[src/rtl/nubus_mem2wb_pkg.sv]
// Shared definitions for the NuBus card-side memory bus bridges: FSM state
// encoding and Wishbone select helper.
package nubus_mem2wb_pkg;

    typedef enum logic [1:0] {
        ST_IDLE  = 2'd0,
        ST_BUS   = 2'd1,
        ST_DONE  = 2'd2,
        ST_ABORT = 2'd3
    } state_t;

    // Reads fetch the whole word; writes pass the byte enables straight through.
    function automatic logic [3:0] wb_sel_for(input logic [3:0] mem_write);
        return (|mem_write) ? mem_write : 4'hF;
    endfunction

endpackage

[src/rtl/nubus_mem2wb_wdt.sv]
// nubus_wdt: clear/enable watchdog counter with a one-cycle expiry strobe.
// Expiry fires on the enabled edge that carries the count to all-ones.
module nubus_wdt #(
    parameter int W = 10
) (
    input  logic clk,
    input  logic srst,
    input  logic clr,
    input  logic en,
    output logic expire
);

    localparam logic [W-1:0] LAST = {{(W-1){1'b1}}, 1'b0};

    logic [W-1:0] count_reg;

    always_ff @(posedge clk) begin
        if (srst || clr) begin
            count_reg <= '0;
        end else if (en) begin
            count_reg <= count_reg + 1'b1;
        end
    end

    assign expire = en && (count_reg == LAST);

endmodule

[src/rtl/nubus_mem2wb.sv]
// NuBus slave memory access -> single classic Wishbone B3 master cycle.
// Optional watchdog enabled by defining NUBUS_MEM2WB_TIMEOUT_EN.
module nubus_mem2wb
    import nubus_mem2wb_pkg::*;
#(
    parameter int WB_ADR_W  = 30,
    parameter int TIMEOUT_W = 10
) (
    input  logic                nub_clk,
    input  logic                nub_reset,
    input  logic                mem_valid,
    input  logic [31:0]         mem_addr,
    input  logic [31:0]         mem_wdata,
    input  logic [3:0]          mem_write,
    output logic                mem_ready,
    output logic [31:0]         mem_rdata,
    output logic                mem_error,
    output logic                mem_tryagain,
    output logic                wb_cyc,
    output logic                wb_stb,
    output logic                wb_we,
    output logic [3:0]          wb_sel,
    output logic [WB_ADR_W-1:0] wb_adr,
    output logic [31:0]         wb_dat_w,
    input  logic [31:0]         wb_dat_r,
    input  logic                wb_ack,
    input  logic                wb_err
);

    state_t state_reg, state_next;

    logic                cyc_reg;
    logic                we_reg;
    logic [3:0]          sel_reg;
    logic [WB_ADR_W-1:0] adr_reg;
    logic [31:0]         dat_w_reg;
    logic [31:0]         rdata_reg;
    logic                ready_reg;
    logic                error_reg;

    logic start;
    logic complete;
    logic silent_end;
    logic timeout;
    logic wdt_expire;
    logic addr_unused;

    generate
        if (WB_ADR_W < 30) begin : g_addr_narrow
            assign addr_unused = ^{mem_addr[31:WB_ADR_W+2], mem_addr[1:0]};
        end else begin : g_addr_full
            assign addr_unused = ^mem_addr[1:0];
        end
    endgenerate

    always_comb begin
        state_next = state_reg;
        start      = 1'b0;
        complete   = 1'b0;
        silent_end = 1'b0;
        timeout    = 1'b0;
        case (state_reg)
            ST_IDLE: begin
                if (mem_valid) begin
                    start      = 1'b1;
                    state_next = ST_BUS;
                end
            end
            ST_BUS: begin
                // A slave answer always beats the watchdog; if the master has
                // already given up, nobody is left to receive mem_ready.
                if (wb_ack || wb_err) begin
                    if (mem_valid) begin
                        complete   = 1'b1;
                        state_next = ST_DONE;
                    end else begin
                        silent_end = 1'b1;
                        state_next = ST_IDLE;
                    end
                end else if (wdt_expire) begin
                    if (mem_valid) begin
                        timeout    = 1'b1;
                        state_next = ST_DONE;
                    end else begin
                        silent_end = 1'b1;
                        state_next = ST_IDLE;
                    end
                end else if (!mem_valid) begin
                    state_next = ST_ABORT;
                end
            end
            ST_ABORT: begin
                if (wb_ack || wb_err || wdt_expire) begin
                    silent_end = 1'b1;
                    state_next = ST_IDLE;
                end
            end
            ST_DONE: begin
                if (!mem_valid) begin
                    state_next = ST_IDLE;
                end
            end
            default: state_next = ST_IDLE;
        endcase
    end

    always_ff @(posedge nub_clk) begin
        if (nub_reset) begin
            state_reg <= ST_IDLE;
            cyc_reg   <= 1'b0;
            we_reg    <= 1'b0;
            sel_reg   <= '0;
            adr_reg   <= '0;
            dat_w_reg <= '0;
            rdata_reg <= '0;
            ready_reg <= 1'b0;
            error_reg <= 1'b0;
        end else begin
            state_reg <= state_next;
            ready_reg <= complete || timeout;
            error_reg <= complete && wb_err;
            if (start) begin
                cyc_reg   <= 1'b1;
                we_reg    <= |mem_write;
                sel_reg   <= wb_sel_for(mem_write);
                adr_reg   <= mem_addr[WB_ADR_W+1:2];
                dat_w_reg <= mem_wdata;
            end
            if (complete || silent_end || timeout) begin
                cyc_reg <= 1'b0;
            end
            if (complete && !we_reg) begin
                rdata_reg <= wb_dat_r;
            end
        end
    end

`ifdef NUBUS_MEM2WB_TIMEOUT_EN
    logic tryagain_reg;

    nubus_wdt #(
        .W (TIMEOUT_W)
    ) u_wdt (
        .clk    (nub_clk),
        .srst   (nub_reset),
        .clr    (start),
        .en     ((state_reg == ST_BUS) || (state_reg == ST_ABORT)),
        .expire (wdt_expire)
    );

    always_ff @(posedge nub_clk) begin
        if (nub_reset) begin
            tryagain_reg <= 1'b0;
        end else begin
            tryagain_reg <= timeout;
        end
    end

    assign mem_tryagain = tryagain_reg;
`else
    assign wdt_expire   = 1'b0;
    assign mem_tryagain = 1'b0;
`endif

    assign wb_cyc    = cyc_reg;
    assign wb_stb    = cyc_reg;
    assign wb_we     = we_reg;
    assign wb_sel    = sel_reg;
    assign wb_adr    = adr_reg;
    assign wb_dat_w  = dat_w_reg;
    assign mem_rdata = rdata_reg;
    assign mem_ready = ready_reg;
    assign mem_error = error_reg;

endmodule

[config.mk]
export PLATFORM = sky130hd
export DESIGN_NAME = nubus_mem2wb
export DESIGN_NICKNAME = d
export VERILOG_FILES = /design/src/rtl/nubus_mem2wb_pkg.sv /design/src/rtl/nubus_mem2wb_wdt.sv /design/src/rtl/nubus_mem2wb.sv
export SDC_FILE = /design/constraint.sdc
export NUM_CORES = 1
export LEC_CHECK = 0
export BUFFER_PORTS_ARGS = -buffer_cell sky130_fd_sc_hd__buf_2
export CAP_MARGIN = 20
export CORE_MARGIN = 8
export CORE_UTILIZATION = 40
export CTS_BUF_LIST = sky130_fd_sc_hd__clkbuf_8
export DETAILED_ROUTE_END_ITERATION = 10
export PLACE_DENSITY = 0.78
export SLEW_MARGIN = 25
export SYNTH_ARGS = -nofsm -noshare
export SYNTH_HDL_FRONTEND = slang
export SYNTH_SLANG_ARGS = --single-unit
[constraint.sdc]
create_clock -name nub_clk -period 1.55 [get_ports nub_clk]
set_input_delay 0.31 -clock nub_clk [delete_from_list [all_inputs] [get_ports nub_clk]]
set_output_delay 0.31 -clock nub_clk [all_outputs]
set_load 0.03 [all_outputs]
==> qor.yml, run 1 <==
status: "finished, final reports clean"
clk_path_buf_depth: 2
period_minus_slack_ns: 1.48
area_growth_pct: 33.1
cts_tree: "done"
num_vias: 3924
syn-num-nets: 573
fmax_mhz: 674
wl_per_cell_um: 14.8
clk_pin_slew_ns: 0.09
design.die.area_um2: 13400
dr.pass1.iters: 6
numCtsBuffers: 9
vdd_drop_max_mv: 0.424
start_util: 0.411
crit_type: "reg2out"
finalHoldViolCount: 0
synth-async-reset-ratio: 0
cts_root_buf: "clkbuf_8"
synth_seq_cells: 104
cp-start-kind: "flip-flop"
die_w_um: 116
rsz0062_at_grt: "no"
synth_cell_type_count: 28
rows: 36
yosys_warnings: 0
dp_hpwl_mm: 8.76
final_nets: 763
numPortBuffers: 205
cp.arrival_ns: 1.17
fillers: 902
slowest_delay_ns: 0.35
critPathSlowestCell: "dfxtp_1"
synth_most_common_cell: "nand2_1"
drt-vias-per-instance: 4.93
drtIter0Drc: 216
cts.sinks: 104
synth_cells: 468
grt_pass1_wl_mm: 18.3
gp_congestion: 0.809
cp_cell_sequence: "buf_6 > buf_2"
die_y_um: 116
synth.avg_cell_area_um2: 8.54
yosysTopAreaCell: "dfxtp_1"
grt_pass1_vias: 3889
core_area_um2: 9730
grtUsageTotal: 0.169
place_area_um2: 5130
path_max_fanout: 34
cts_resized: 1
fin_crit_sh: 0.957
power_density_nw_per_um2: 1060
r2r_setup_slack_ns: 0.20
hp-class: "in2reg"
grt_max_degree: 56
synth_top_area_share: 0.521
syn_area_um2: 4000
cp-end-kind: "primary output"
postLayoutCellArea_um2: 5320
postCtsHoldBufs: 0
layout-drive-gt1-share: 0.379
htreeDepth: 3
p_leak_nw: 2.43
required_ns: 1.24
synth-main-ff-cell: "dfxtp_1"
synth_area_leaders: "dfxtp_1 (52%), a21oi_1 (12%), nand2_1 (12%)"
wirelength_mm: 11.8
seq_area_frac_synth: 0.521
io_pins: 209
multi_input_area_um2: 1620
timing.hold.ws_ns: 0.183
clock_latency_ns: 0.36
seq_area_um2: 2080
grt_overflow: 0
antenna-diode-count: 0
ant_nets: 0
finalSetupViolCount: 0
skew_ns: 0.00975
drc_errors: 0
fin_setup_tns_ns: 0
cts_setup_buffers: 0
synth-edff-count: 0
report.final.slew_viol_count: 0
max-cap-violations: 0
antenna_found_initial: 0
synthTopCellsByCount: "nand2_1 (125), dfxtp_1 (104), a21oi_1 (95), nand4b_1 (32), o21ai_0 (23)"
final timing paths:
path,depth (start not counted),start,end
max,2,wb_we,wb_we
min,3,mem_addr[15],wb_adr[13]
max reg2reg,5,state_reg[1],wb_dat_w[17]
min reg2reg,2,wb_adr[10],wb_adr[10]
cell families after synthesis:
kind of cell	count (synthesis)	synth area share
buffers and inverters	48	0.0751
and+or+nand+nor	182	0.231
DFF	104	0.521
other	1	0.000938
AOI/OAI and AO/OA	131	0.167
muxes	2	0.00501
stage by stage:
stage	instances	setup WS, ns	utilization	total power [mW]
after detailed placement	780	0.0927	0.527	4.08
after global routing	796	0.00459	0.547	5.94
after CTS	796	0.0402	0.547	5.72
after global placement	780	0.131	0.527	4.05
final	796	0.0661	0.547	5.64
after floorplan	468	0.147	-	3.69
cells in the final DEF (no fill, tap or decap), types with 6 or more instances in the layout:
cell type	synthesis	layout
buf_2	9	204
nand2_1	125	125
dfxtp_1	104	104
a21oi_1	95	95
nand4b_1	32	32
o21ai_0	23	22
buf_4	2	14
o21ai_1	10	10
clkbuf_8	0	9
nor2_1	8	8
buf_12	0	6
routing by layer:
layer  vias up  routed length, um  global-route usage
met4         0                179              0.0562
met1      1801               4530               0.182
met2       140               6040               0.301
met5         -                  0                   0
met3        16               1030              0.0589
li1       1967                  -                   -
cell type report:
class | instances | share of cell area
Sequential cell | 104 | 0.391
Multi-Input combinational cell | 316 | 0.305
Timing Repair Buffer | 225 | 0.236
Tap cell | 133 | 0.0313
Clock buffer | 9 | 0.0233
Clock inverter | 7 | 0.0120
Inverter | 2 | 0.00141
worst max-delay path: cells and delay by family (launching register included):
family | cells | cell delay [ns]
buffers and inverters | 2 | 0.46
DFF | 1 | 0.35
where the power goes:
group	switching, mW	internal (mW)
Combinational	0.732	0.397
Sequential	0.0673	2.81
Clock	0.891	0.733
Note: power is estimated with default switching activity, not from simulation.
==> run 2: changes to the inputs <==
- clock period: 1.55 -> 1.7 ns (I/O delays scaled with it)
==> qor.yml, run 2 (synthesis results as in run 1) <==
status: "finished, final reports clean"
cts_setup_buffers: 0  # unchanged
wl_met2_mm: 5.75  # -4.8%
ant_nets: 0  # unchanged
num_vias: 3898  # -0.66%
area_growth_pct: 31.7
numCtsBuffers: 9  # unchanged
required_ns: 1.36  # +0.12 ns
period_minus_slack_ns: 1.59
gp_congestion: 0.801  # -0.98%
mostFrequentLayoutCell: "buf_2"
numPortBuffers: 205  # unchanged
dr.pass1.iters: 4  # -2
dr_wl_met3_mm: 1.11  # +8.1%
grt_pass1_wl_mm: 18.0  # -1.6%
crit_family: "buffers and inverters"
final_nets: 758  # -0.66%
io_pins: 209  # unchanged
drt-vias-per-instance: 4.93  # about the same
finalSetupViolCount: 0  # unchanged
drtIter0Drc: 258  # +19%
critPathSlowestCell: "dfxtp_1"
grt_max_degree: 71  # +27%
fillers: 941  # +4.3%
cp.arrival_ns: 1.25  # +0.08 ns
clk_path_buf_depth: 2  # unchanged
core_area_um2: 9730  # unchanged
grtUsageTotal: 0.166  # -0.00275
wl_per_cell_um: 14.7  # -0.54%
max-cap-violations: 0  # unchanged
multi_input_area_um2: 1620  # unchanged
fin_ws_ns: 0.111  # +0.0454 ns
rsz0062_at_grt: "no"
path_buf_inv: 2  # unchanged
hp-class: "in2reg"
skew_ns: 0.0114  # +0.00164 ns
wirelength_mm: 11.6  # -1.3%
slowest_delay_ns: 0.34  # about the same
cp_cell_sequence: "buf_4 > buf_2"
start_util: 0.411  # unchanged
clock_latency_ns: 0.35  # about the same
path_max_fanout: 34  # unchanged
met1_length_mm: 4.53  # about the same
place_area_um2: 5080  # -0.98%
antenna_found_initial: 0  # unchanged
design.die.area_um2: 13400  # unchanged
dp_hpwl_mm: 8.60  # -1.9%
routed.top_layer: "met4"
die_y_um: 116  # unchanged
htreeDepth: 3  # unchanged
cts.sinks: 104  # unchanged
fmax_mhz: 630
p_leak_nw: 2.40  # -1.1%
fin_setup_tns_ns: 0  # unchanged
layout-drive-gt1-share: 0.373  # -0.00568
grt_pass1_vias: 3864  # -0.64%
crit_type: "reg2out"
report.final.slew_viol_count: 0  # unchanged
cts_tree: "done"
finalHoldViolCount: 0  # unchanged
antenna-diode-count: 0  # unchanged
vdd_drop_max_mv: 0.423  # -0.35%
cp-end-kind: "primary output"
dp_slack_ns: 0.149  # +0.0563 ns
power_density_nw_per_um2: 958  # -9.5%
cts_resized: 0  # -1
dp.cells: 775  # -0.64%
layout.cells.non_filler: 790  # -0.75%
die_w_um: 116  # unchanged
final_cell_mix: "buf_2 (204), nand2_1 (125), dfxtp_1 (104)"
cp-start-kind: "flip-flop"
postCtsHoldBufs: 0  # unchanged
seq_area_um2: 2080  # unchanged
drc_errors: 0  # unchanged
grt_overflow: 0  # unchanged
clk_pin_slew_ns: 0.09  # about the same
fin_crit_sh: 0.934
rows: 36  # unchanged
postLayoutCellArea_um2: 5260  # -1.1%
cts_root_buf: "clkbuf_8"
-- run 2: power by group --
part	leakage, nW	internal, mW	switching, mW
registers	0.851	2.57	0.0622
logic	1.45	0.346	0.664
clock network	0.0996	0.641	0.763
total	2.40	3.55	1.49
-- run 2: cell type report --
cell class | count | area share
Inverter | 2 | 0.00143
Clock buffer | 12 | 0.0314
Sequential cell | 104 | 0.396
Clock inverter | 3 | 0.00333
Tap cell | 133 | 0.0316
Multi-Input combinational cell | 316 | 0.308
Timing Repair Buffer | 220 | 0.229
-- run 2: worst register-to-register path, stage by stage (launching register included) --
cell and delay [ns]:
dfxtp_1 0.38, or3b_4 0.57, buf_4 0.26, nand2_1 0.08, a21oi_1 0.06
-- run 2: worst paths after layout --
kind                            slack (ns)     startpoint      endpoint  depth (start not counted)
worst min register to register        0.45     wb_adr[21]    wb_adr[21]                          2
worst max register to register        0.21   state_reg[1]    wb_adr[22]                          4
worst min-delay path                  0.21  mem_wdata[10]  wb_dat_w[10]                          3
worst max-delay path                  0.11          wb_we         wb_we                          2
-- run 2: layer usage --
metal  GRT usage  up-vias
met1       0.186     1786
met4      0.0700        0
met2       0.280      145
li1            -     1947
met3      0.0584       20
met5           0        -
-- run 2: per-stage QoR --
| stage | hold WS (ns) | utilization | power [mW] |
|---|---|---|---|
| after floorplan | 0.476 | - | 3.37 |
| after global placement | 0.439 | 0.522 | 3.67 |
| after CTS | 0.186 | 0.541 | 5.13 |
| after detailed placement | 0.444 | 0.522 | 3.70 |
| after global routing | 0.185 | 0.541 | 5.33 |
| final | 0.211 | 0.541 | 5.04 |
==> run 3: changes to the inputs <==
- CORE_ASPECT_RATIO: not set -> 1.1
==> qor.yml, run 3 (synthesis results as in run 1) <==
status: "finished, final reports clean"
gr-max-usage-layer: "met2"
finalHoldViolCount: 0  # unchanged
met3_usage: 0.0603  # +0.00197
switchingPower_mw: 1.56  # +4.6%
hp-class: "in2reg"
grt_max_degree: 46  # -35%
grt_overflow: 0  # unchanged
grt_pass1_wl_mm: 18.9  # +4.9%
use_met2: 0.295  # +0.0153
numPortBuffers: 205  # unchanged
dr.pass1.iters: 6  # +2
p_leak_nw: 2.44  # +1.5%
hold_depth: 3  # unchanged
skew_ns: 0.0100  # -0.00134 ns
cts_root_buf: "clkbuf_8"
num_vias: 3948  # +1.3%
core_area_um2: 9790  # +0.67%
clock_latency_ns: 0.35  # about the same
postCtsHoldBufs: 0  # unchanged
fin_setup_tns_ns: 0  # unchanged
antenna_found_initial: 0  # unchanged
switching_share: 0.284  # -0.0117
area_growth_pct: 33.2
report.final.slew_viol_count: 0  # unchanged
max-cap-violations: 0  # unchanged
dp_slack_ns: 0.141  # -0.00782 ns
design.die.area_um2: 13500  # about the same
crit_type: "reg2out"
final_cell_mix: "buf_2 (204), nand2_1 (125), dfxtp_1 (104)"
reg2reg_to: "wb_adr[17]"
rr_worst_depth: 4  # unchanged
p_total_mw: 5.49  # +8.9%
cts_setup_buffers: 0  # unchanged
r2r_setup_slack_ns: 0.22  # about the same
startpoint: "wb_we"
fillers: 923  # -1.9%
die_w_um: 111  # -4.0%
combPwrFrac: 0.186  # -0.014
cts_resized: 0  # unchanged
drc_errors: 0  # unchanged
wirelength_mm: 12.0  # +3.4%
final_nets: 759  # +0.13%
grtUsageTotal: 0.166  # about the same
pwr-share-seq: 0.479  # -0.042
drtIter0Drc: 256  # -0.78%
clock_power_share: 0.335  # +0.057
dp_hpwl_mm: 8.86  # +3.0%
required_ns: 1.36  # about the same
path_max_fanout: 34  # unchanged
clk_pin_slew_ns: 0.10  # about the same
wl_per_cell_um: 15.4  # +4.8%
cts.sinks: 104  # unchanged
p_int_mw: 3.93  # +11%
place_area_um2: 5080  # unchanged
fin_crit_sh: 0.936  # +0.00174
regToRegStartpoint: "state_reg[1]"
finalSetupViolCount: 0  # unchanged
period_minus_slack_ns: 1.59  # +0.00295 ns
ant_nets: 0  # unchanged
cp-endpoint: "wb_we"
grt_pass1_vias: 3926  # +1.6%
die_y_um: 121  # +4.2%
drt-vias-per-instance: 5.07  # +2.7%
cp-end-kind: "primary output"
layout-drive-gt1-share: 0.373  # +0.000386
rsz0062_at_grt: "no"
postLayoutCellArea_um2: 5330  # +1.2%
fin_ws_ns: 0.109  # -0.00295 ns
vdd_drop_max_mv: 0.511  # +21%
cp-start-kind: "flip-flop"
cts_tree: "done"
power_density_nw_per_um2: 1030  # +7.6%
dp.cells: 763  # -1.5%
grt_use_met1: 0.177  # -0.00945
numCtsBuffers: 9  # unchanged
mostFrequentLayoutCell: "buf_2"
antenna-diode-count: 0  # unchanged
rows: 38  # +5.6%
fmax_mhz: 628  # -0.19%
htreeDepth: 3  # unchanged
cp.arrival_ns: 1.25  # about the same
gp_congestion: 0.751  # -6.1%
layout.cells.non_filler: 779  # -1.4%
start_util: 0.408  # -0.00273
clk_path_buf_depth: 2  # unchanged
io_pins: 209  # unchanged
==> run 3: changes by cell type in the layout (fill, tap and decap cells not counted) <==
cell       change
clkbuf_8       -2
o21ai_1        +1
buf_12         +1
o21ai_2        -1
bufinv_16      +3
==> run 3: cell type report <==
cell class                      count  area [um2]  area share
Tap cell                          120         150      0.0282
Multi-Input combinational cell    316        1620       0.304
Sequential cell                   104        2080       0.391
Clock inverter                      6         108      0.0202
Timing Repair Buffer              221        1220       0.230
Clock buffer                       10         138      0.0258
Inverter                            2        7.51     0.00141
==> run 3: worst min-delay path by stage <==
stage / endpoint / startpoint / slack (ns)
floorplan: wb_adr[0] / mem_addr[2] / 0.48
detailed placement: wb_dat_w[20] / wb_dat_w[20] / 0.44
global placement: wb_dat_w[17] / wb_dat_w[17] / 0.44
finish: wb_dat_w[25] / mem_wdata[25] / 0.20
global route: wb_dat_w[18] / mem_wdata[18] / 0.19
CTS: wb_dat_w[25] / mem_wdata[25] / 0.19
==> run 3: power by group through the flow <==
stage          combinational (mW)  clock (mW)  sequential (mW)
2_1_floorplan               0.428           0             2.94
3_3_place_gp                 1.01           0             2.68
3_5_place_dp                 1.03           0             2.69
4_1_cts                      1.03        1.88             2.63
5_1_grt                      1.11        1.98             2.65
6_report                     1.02        1.84             2.63
==> run 3: through the flow <==
step,hold WS [ns],util
after floorplan,0.476,-
after global placement,0.438,0.519
after detailed placement,0.443,0.519
after CTS,0.191,0.544
after global routing,0.194,0.544
final,0.205,0.544
==> run 3: critical path, cell delays in order (launching register included) <==
cell and delay (ns):
dfxtp_1 0.34, buf_4 0.29, buf_2 0.26
==> run 3: routing by layer <==
| metal | part of all wire | up-vias | wire length [um] |
|---|---|---|---|
| li1 | - | 1947 | - |
| met1 | 0.40 | 1849 | 4780 |
| met2 | 0.51 | 138 | 6110 |
| met3 | 0.076 | 14 | 917 |
| met4 | 0.018 | 0 | 214 |
| met5 | 0 | - | 0 |
